**src/rtl/seq_div_pkg.sv**
```systemverilog
// Shared types and constants for the sequential restoring divider.
package seq_div_pkg;

  localparam int unsigned DEFAULT_WIDTH = 8;

  typedef enum logic [1:0] {
    IDLE,
    RUN,
    FINISH
  } state_t;

endpackage

```
**src/rtl/seq_div_step.sv**
```systemverilog
// div_step: one combinational restoring-division iteration.
// The shifted partial remainder is WIDTH+1 bits so the trial compare cannot overflow.
module div_step #(
  parameter int unsigned WIDTH = 8
) (
  input  logic [WIDTH-1:0] rem_in,
  input  logic             bit_in,
  input  logic [WIDTH-1:0] divisor,
  output logic [WIDTH-1:0] rem_out,
  output logic             q_bit
);

  logic [WIDTH:0] shifted;

  // Shift in the next dividend bit, trial-subtract, keep the difference when non-negative.
  always_comb begin
    shifted = {rem_in, bit_in};
    q_bit   = (shifted >= {1'b0, divisor});
    // The kept result is always below divisor, so WIDTH-bit arithmetic is exact here.
    rem_out = q_bit ? (shifted[WIDTH-1:0] - divisor) : shifted[WIDTH-1:0];
  end

endmodule

```
**src/rtl/seq_div.sv**
```systemverilog
// seq_div: multi-cycle restoring divider, one quotient bit per clock.
// Optional macro SEQ_DIV_SIGNED_EN selects two's-complement operands (truncating division).
module seq_div
  import seq_div_pkg::*;
#(
  parameter int unsigned WIDTH = DEFAULT_WIDTH
) (
  input  logic             clk,
  input  logic             rst,
  input  logic             start,
  input  logic [WIDTH-1:0] dividend,
  input  logic [WIDTH-1:0] divisor,
  output logic             busy,
  output logic             done,
  output logic [WIDTH-1:0] quotient,
  output logic [WIDTH-1:0] remainder,
  output logic             div_by_zero
);

  localparam int unsigned CW = (WIDTH > 2) ? $clog2(WIDTH) : 1;

  state_t           state_q, state_d;
  logic [WIDTH-1:0] rem_q;
  // Dividend bits leave at the top while quotient bits enter at the bottom.
  logic [WIDTH-1:0] shift_q;
  logic [WIDTH-1:0] dvs_q;
  logic [CW-1:0]    cnt_q;

  logic [WIDTH-1:0] rem_nxt;
  logic             q_bit;
  logic             last_iter;
  logic [WIDTH-1:0] quo_fin;
  logic [WIDTH-1:0] mag_dvd, mag_dvs;
  logic [WIDTH-1:0] q_out, r_out;

  div_step #(
    .WIDTH (WIDTH)
  ) u_step (
    .rem_in  (rem_q),
    .bit_in  (shift_q[WIDTH-1]),
    .divisor (dvs_q),
    .rem_out (rem_nxt),
    .q_bit   (q_bit)
  );

  assign last_iter = (cnt_q == CW'(WIDTH - 1));
  assign quo_fin   = {shift_q[WIDTH-2:0], q_bit};

`ifdef SEQ_DIV_SIGNED_EN
  logic q_neg_q, r_neg_q;

  // Divide magnitudes; fix up signs of the final quotient and remainder.
  always_comb begin
    mag_dvd = dividend[WIDTH-1] ? -dividend : dividend;
    mag_dvs = divisor[WIDTH-1]  ? -divisor  : divisor;
    q_out   = q_neg_q ? -quo_fin : quo_fin;
    r_out   = r_neg_q ? -rem_nxt : rem_nxt;
  end

  // Operand signs captured at acceptance.
  always_ff @(posedge clk or posedge rst) begin
    if (rst) begin
      q_neg_q <= 1'b0;
      r_neg_q <= 1'b0;
    end else if (state_q == IDLE && start && divisor != '0) begin
      q_neg_q <= dividend[WIDTH-1] ^ divisor[WIDTH-1];
      r_neg_q <= dividend[WIDTH-1];
    end
  end
`else
  // Unsigned build: operands and results pass straight through.
  always_comb begin
    mag_dvd = dividend;
    mag_dvs = divisor;
    q_out   = quo_fin;
    r_out   = rem_nxt;
  end
`endif

  // State register.
  always_ff @(posedge clk or posedge rst) begin
    if (rst) state_q <= IDLE;
    else     state_q <= state_d;
  end

  // Next-state logic and status outputs.
  always_comb begin
    state_d = state_q;
    busy    = 1'b0;
    done    = 1'b0;
    case (state_q)
      IDLE: begin
        if (start) state_d = (divisor == '0) ? FINISH : RUN;
      end
      RUN: begin
        busy = 1'b1;
        if (last_iter) state_d = FINISH;
      end
      FINISH: begin
        done    = 1'b1;
        state_d = IDLE;
      end
      default: state_d = IDLE;
    endcase
  end

  // Datapath: capture operands, iterate, and latch results on entry to FINISH.
  always_ff @(posedge clk or posedge rst) begin
    if (rst) begin
      rem_q       <= '0;
      shift_q     <= '0;
      dvs_q       <= '0;
      cnt_q       <= '0;
      quotient    <= '0;
      remainder   <= '0;
      div_by_zero <= 1'b0;
    end else begin
      case (state_q)
        IDLE: begin
          if (start) begin
            if (divisor == '0) begin
              quotient    <= '1;
              remainder   <= dividend;
              div_by_zero <= 1'b1;
            end else begin
              rem_q   <= '0;
              shift_q <= mag_dvd;
              dvs_q   <= mag_dvs;
              cnt_q   <= '0;
            end
          end
        end
        RUN: begin
          rem_q   <= rem_nxt;
          shift_q <= quo_fin;
          cnt_q   <= cnt_q + 1'b1;
          if (last_iter) begin
            quotient    <= q_out;
            remainder   <= r_out;
            div_by_zero <= 1'b0;
          end
        end
        default: ;
      endcase
    end
  end

endmodule
```
**config.mk**
```make
export PLATFORM = sky130hd
export DESIGN_NAME = seq_div
export DESIGN_NICKNAME = d
export VERILOG_FILES = /design/src/rtl/seq_div_pkg.sv /design/src/rtl/seq_div_step.sv /design/src/rtl/seq_div.sv
export SDC_FILE = /design/constraint.sdc
export NUM_CORES = 1
export LEC_CHECK = 0
export CELL_PAD_IN_SITES_DETAIL_PLACEMENT = 1
export CELL_PAD_IN_SITES_GLOBAL_PLACEMENT = 2
export CORE_AREA = 2 2 89 91
export DETAILED_ROUTE_END_ITERATION = 16
export DIE_AREA = 0 0 91 93
export PLACE_DENSITY = 0.88
export SLEW_MARGIN = 0
export SYNTH_ARGS = -nofsm -noshare
export SYNTH_HDL_FRONTEND = slang
export SYNTH_SLANG_ARGS = --single-unit
```
**constraint.sdc**
```tcl
create_clock -name clk -period 5.17 [get_ports clk]
set_clock_uncertainty 0.2 [all_clocks]
set_input_delay 1.034 -clock clk [delete_from_list [all_inputs] [get_ports clk]]
set_output_delay 1.034 -clock clk [all_outputs]
set_load 0.03 [all_outputs]
```
### Yosys cells after proc, flatten, opt, wreduce, memory -nomap -nowiden

Index checks and enable logic that the tools add are counted.

| storage, ports and cells | value |
|---|---|
| bits in registers | 46 |
| bits of input ports | 19 |
| output and inout bits | 19 |
| word-level logic and storage cells | 54 |

| cells by class | value |
|---|---|
| $add $sub $neg | 2 |
| $lt $le $gt $ge | 1 |
| eq/ne operators | 7 |
| multiplexer cells | 28 |
| bitwise operators | 1 |
| reduce and logical (&&, ||, !) cells | 7 |

Operator list:

| operator | number |
|---|---|
| $mux 8 | 11 |
| $pmux 8 s2 | 4 |
| $ge 9x8->1 | 1 |
| $logic_not 8->1 | 1 |
| $ne 2x2->1 const B | 4 |
| $sub 8x8->8 | 1 |
| $mux 2 | 3 |
| $mux 3 | 2 |
| $pmux 3 s2 | 1 |
| $reduce_and 3->1 | 2 |
| $mux 1 | 5 |
| $pmux 2 s2 | 1 |
| $reduce_and 4->1 | 1 |
| $add 3x1->3 const B | 1 |
| $eq 3x3->1 const B | 1 |
| $eq 2x1->1 const B | 1 |
| $eq 2x2->1 const B | 1 |
| $logic_not 2->1 | 1 |
| $pmux 1 s2 | 1 |
| $reduce_and 2->1 | 1 |
| $reduce_bool 2->1 | 1 |
| $not 1->1 | 1 |

### Logic depth before layout (Yosys ltp)

| depth | value |
|---|---|
| word-level depth | 4 |
| gate-level depth with buffers | 9 |
| depth with buffers taken out | 8 |

### By module

A second synthesis with hierarchy kept.

| second synthesis, totals | value |
|---|---|
| cell total of the unflattened synthesis | 227 |
| area total of the unflattened synthesis | 2543.7 um^2 |

By module, submodules not included:

| module | times used | cells an instance | area each (um^2) | seq. area each (um^2) |
|---|---|---|---|---|
| seq_div | 1 | 161 | 2004.4 | 1151.1 |
| div_step | 1 | 66 | 539.3 | 0.0 |

### Least setup slack after synthesis

Ideal clock, no wire load.

| timing | value |
|---|---|
| kind | input -> register |
| start | input port divisor[0] |
| end | register shift_q[1] |
| setup time | 0.130 ns |
| arrival time | 2.119 ns |
| required time | 4.840 ns |
| path slack | 2.722 ns |
| stages | 7 |
| buffers on the path | 2 |
| path through | nor4_4 a21boi_1 o21ba_1 buf_2 buf_2 nor2_1 a31oi_1 |

| between the ends | value |
|---|---|
| longest elaborated chain between the ends | 3 |

RTL lines:

| element | RTL line | text |
|---|---|---|
| start: declaration | seq_div.sv:12 | `input logic [WIDTH-1:0] divisor,` |
| $logic_not 8->1 | seq_div.sv:121 | `if (divisor == '0) begin` |
| $ne 2x2->1 (no source line) | - |  |
| $reduce_and 3->1 (no source line) | - |  |
| end signal: assignment | seq_div.sv:127 | `shift_q <= mag_dvd;` |
| end signal: assignment | seq_div.sv:135 | `shift_q <= quo_fin;` |
| end: declaration | seq_div.sv:25 | `logic [WIDTH-1:0] shift_q;` |

No other way between the ends.
A chain may end at the register's enable or synchronous reset.

### Worst setup path after layout

| timing | value |
|---|---|
| start | register state_q[1] |
| end | output port busy |

| between the ends | value |
|---|---|
| longest elaborated chain between the ends | 2 |

RTL lines:

| element | RTL line | text |
|---|---|---|
| start: declaration | seq_div.sv:22 | `state_t state_q, state_d;` |
| start signal: assignment | seq_div.sv:83 | `else state_q <= state_d;` |
| $eq 2x1->1 | seq_div.sv:91 | `case (state_q)` |
| $mux 1 | seq_div.sv:91 |  |
| end: declaration | seq_div.sv:13 | `output logic busy,` |

No other way between the ends.

==> results.cfg <==
[synthesis]
synth-edff-count = 0
yosysTopAreaCell = dfrtp_1
yosys.area_share.simple_pct = 22.90
synth_xor_area_share_pct = 1.320
synth_area_leaders = dfrtp_1, nand2_1, nor2_1
ys.flop_type = dfrtp_1
synth_top_family_by_area = simple AND/OR/NAND/NOR gates
yosys.cell_types.count = 56
synthArstFlopShare_pct = 100.0
yosysSeqAreaShare_pct = 43.36
synth_top_area_share_pct = 43.36
synthCells = 290
ys_ff_latch = 46
synth_fp_nets = 320
muxShareOfSynthArea_pct = 1.178
synth_adder_area_share_pct = 5.467
netlist_area_um2 = 2655
synth_compound_area_share_pct = 20.17
yosys_warnings = 0
synthMostInstantiatedCell = dfrtp_1
synthTopCellsByCount = dfrtp_1, nand2_1, nor2_1
syn_area_per_cell_um2 = 9.155

[worst_setup_path]
worst-path-buf-inv = 2
rrSetupSlack_ps = 2310
path_delay_family = buffers and inverters
reg2reg_to = remainder[4]
cp_max_fo = 21
crit_path_cell_trace = nand2b_1 > inv_2 > clkdlybuf4s50_1
cp_slowest_cell = clkdlybuf4s50_1
critical_path_required_ps = 3940
crit_type = flop to output pin
crit_path_max_incr_delay_ps = 750
endpoint_kind = output pin
reg2regPathDepth = 6
r2r_start = rem_q[1]
arrival_ps = 2080
critPathLaunchType = flop

[sta]
finalCritPeriodShare_pct = 64.09
relSlewSlack_pct = 33.55
fmax_ghz = 0.3018
rsz0062_at_grt = false
fin_crit_ps = 3313
setup_tns_ps = 0
finalSetupViolations = 0
slew_violations = 0
hold_violations = 0
tightest_slew_ps = 995.3

[power]
p_sw_share_pct = 49.25
power.leakage_nw = 1.336
comb_power_share_pct = 62.2
internal-power_w = 0.001201
seqPwrFrac_pct = 28.0
p_switching_w = 0.001165
power_density_nw_per_um2 = 747.6
pwr-share-clk_pct = 9.8
ir_drop_v = 0.0001880

[final_layout]
layout.cells.non_filler = 423
utilization_pct = 42.05
drive_above_1_share_pct = 7.477
areaGrowthSynthToFinish_pct = 19.23
diodes = 0
final_nets = 350

[job]
cap_violations = 0

[place]
dp.final_hpwl_mm = 5.498
place_congestion = 0.8059
io_buffers = 37
dp_cells = 415

[route]
wl_met2_mm = 3.702
ant_nets = 0
top_layer = met4
drcViolationCount = 0
wl_met3_um = 212
routed_wirelength_mm = 7.481
drt-met1-wl_mm = 3.483
dr_total_vias = 2247
avgRoutedWirePerCell_um = 17.69
drt-pass1-iter-count = 4
vias_per_cell = 5.312
drt_iter0_markers = 122

[global_route]
grt_usage_pct = 18.48
grt_pass1_vias = 2395
grt_pass1_wl_mm = 12.43
globalRoute.totalOverflow = 0
antenna_found_initial = 0
grt_max_degree = 47

[clock_tree]
cts.clk_slew.worst_paths_ps = 90
htree_levels = 2
cts_setup_buffers = 0
cts.sinks = 46
cts_made_buffers = 5
ctsResizeCount = 0
root_buffer = clkbuf_8
clkLatencyLatePin_ps = 310
cts_tree = done
hold_buffers = 0
cts_buffer_depth = 2

[status]
status = finished clean

[hold_path]
worstHoldPathType = flop to flop
min_to = cnt_q[0]
hp-start = cnt_q[0]
hold_depth = 1

[floorplanning]
core-area_um2 = 7527
boundaryPins = 38
dieHeight_um = 93
die_w_um = 91
start_util_pct = 35.27
rows = 32
die-area_um2 = 8463
-- metrics by stage --
step                      total power, W  instance area [µm²]  worst slack (ps)  hold WS (ps)
after floorplan                 0.001701                 2655              2722         246.1
after global routing            0.002575                 3166              1752         325.5
final                           0.002366                 3166              1857         300.9
after global placement          0.002097                 3079              1912         268.4
after detailed placement        0.002151                 3079              1797         296.5
after CTS                       0.002385                 3166              1842         308.7
-- per-layer routing --
| metal | global-route usage (%) | vias to the layer above |
|---|---|---|
| met1 | 23.98 | 1121 |
| li1 | - | 1085 |
| met2 | 32.65 | 36 |
| met3 | 2.659 | 5 |
| met5 | 0 | - |
| met4 | 4.419 | 0 |
-- worst max-delay path by stage --
stage	slack, ps	end	startpoint	cells past startpoint
4_1_cts	1840	busy	state_q[1]	3
3_3_place_gp	1910	rem_q[2]	divisor[4]	6
6_report	1860	busy	state_q[1]	3
3_5_place_dp	1800	rem_q[4]	divisor[4]	6
2_1_floorplan	2720	shift_q[1]	divisor[0]	7
5_1_grt	1750	busy	state_q[1]	3
-- kinds of logic after synthesis --
logic type | Yosys count
buffers and inverters | 33
and+or+nand+nor | 116
AOI/OAI and AO/OA | 77
muxes | 3
adders and majority gates | 11
xor gates and xnor gates | 4
DFF | 46
-- layout make-up --
cell class	instances	area, µm²
Fill cell	904	4362
Sequential cell	46	1151
Inverter	18	67.56
Timing Repair Buffer	38	377.9
Multi-Input combinational cell	211	1355
Clock buffer	6	72.57
Tap cell	102	127.6
Clock inverter	2	13.76
-- cells in the final DEF, fill, tap and decap left out, types with 3 or more instances in the layout --
cell type,Yosys,final
a21oi_1,10,10
a22o_1,3,3
a31oi_1,10,10
a32oi_1,3,3
clkbuf_8,0,5
clkdlybuf4s50_1,0,37
dfrtp_1,46,46
ha_1,10,10
inv_1,17,16
nand2_1,40,40
nand2b_1,4,4
nand3_1,5,5
nand4_1,4,4
nor2_1,34,34
nor2b_1,4,4
nor3_1,10,10
o211ai_1,8,8
o21ai_0,16,16
o21bai_1,3,3
o31ai_1,5,5
-- power groups by stage --
stage / logic (W) / clock network (W) / registers [W]
3_3_place_gp: 0.00143 / 0 / 0.000664
4_1_cts: 0.00149 / 0.000234 / 0.000664
6_report: 0.00147 / 0.000231 / 0.000664
5_1_grt: 0.00164 / 0.000245 / 0.000686
3_5_place_dp: 0.00148 / 0 / 0.000671
2_1_floorplan: 0.000957 / 0 / 0.000744
-- flip-flops by register name, summed over array words and instances, names as in the netlist --
signal and cells:
cnt_q 3, div_by_zero 1, dvs_q 8, quotient 8, rem_q 8, remainder 8, shift_q 8, state_q 2
No activity file was read; power rests on OpenSTA's default activity.
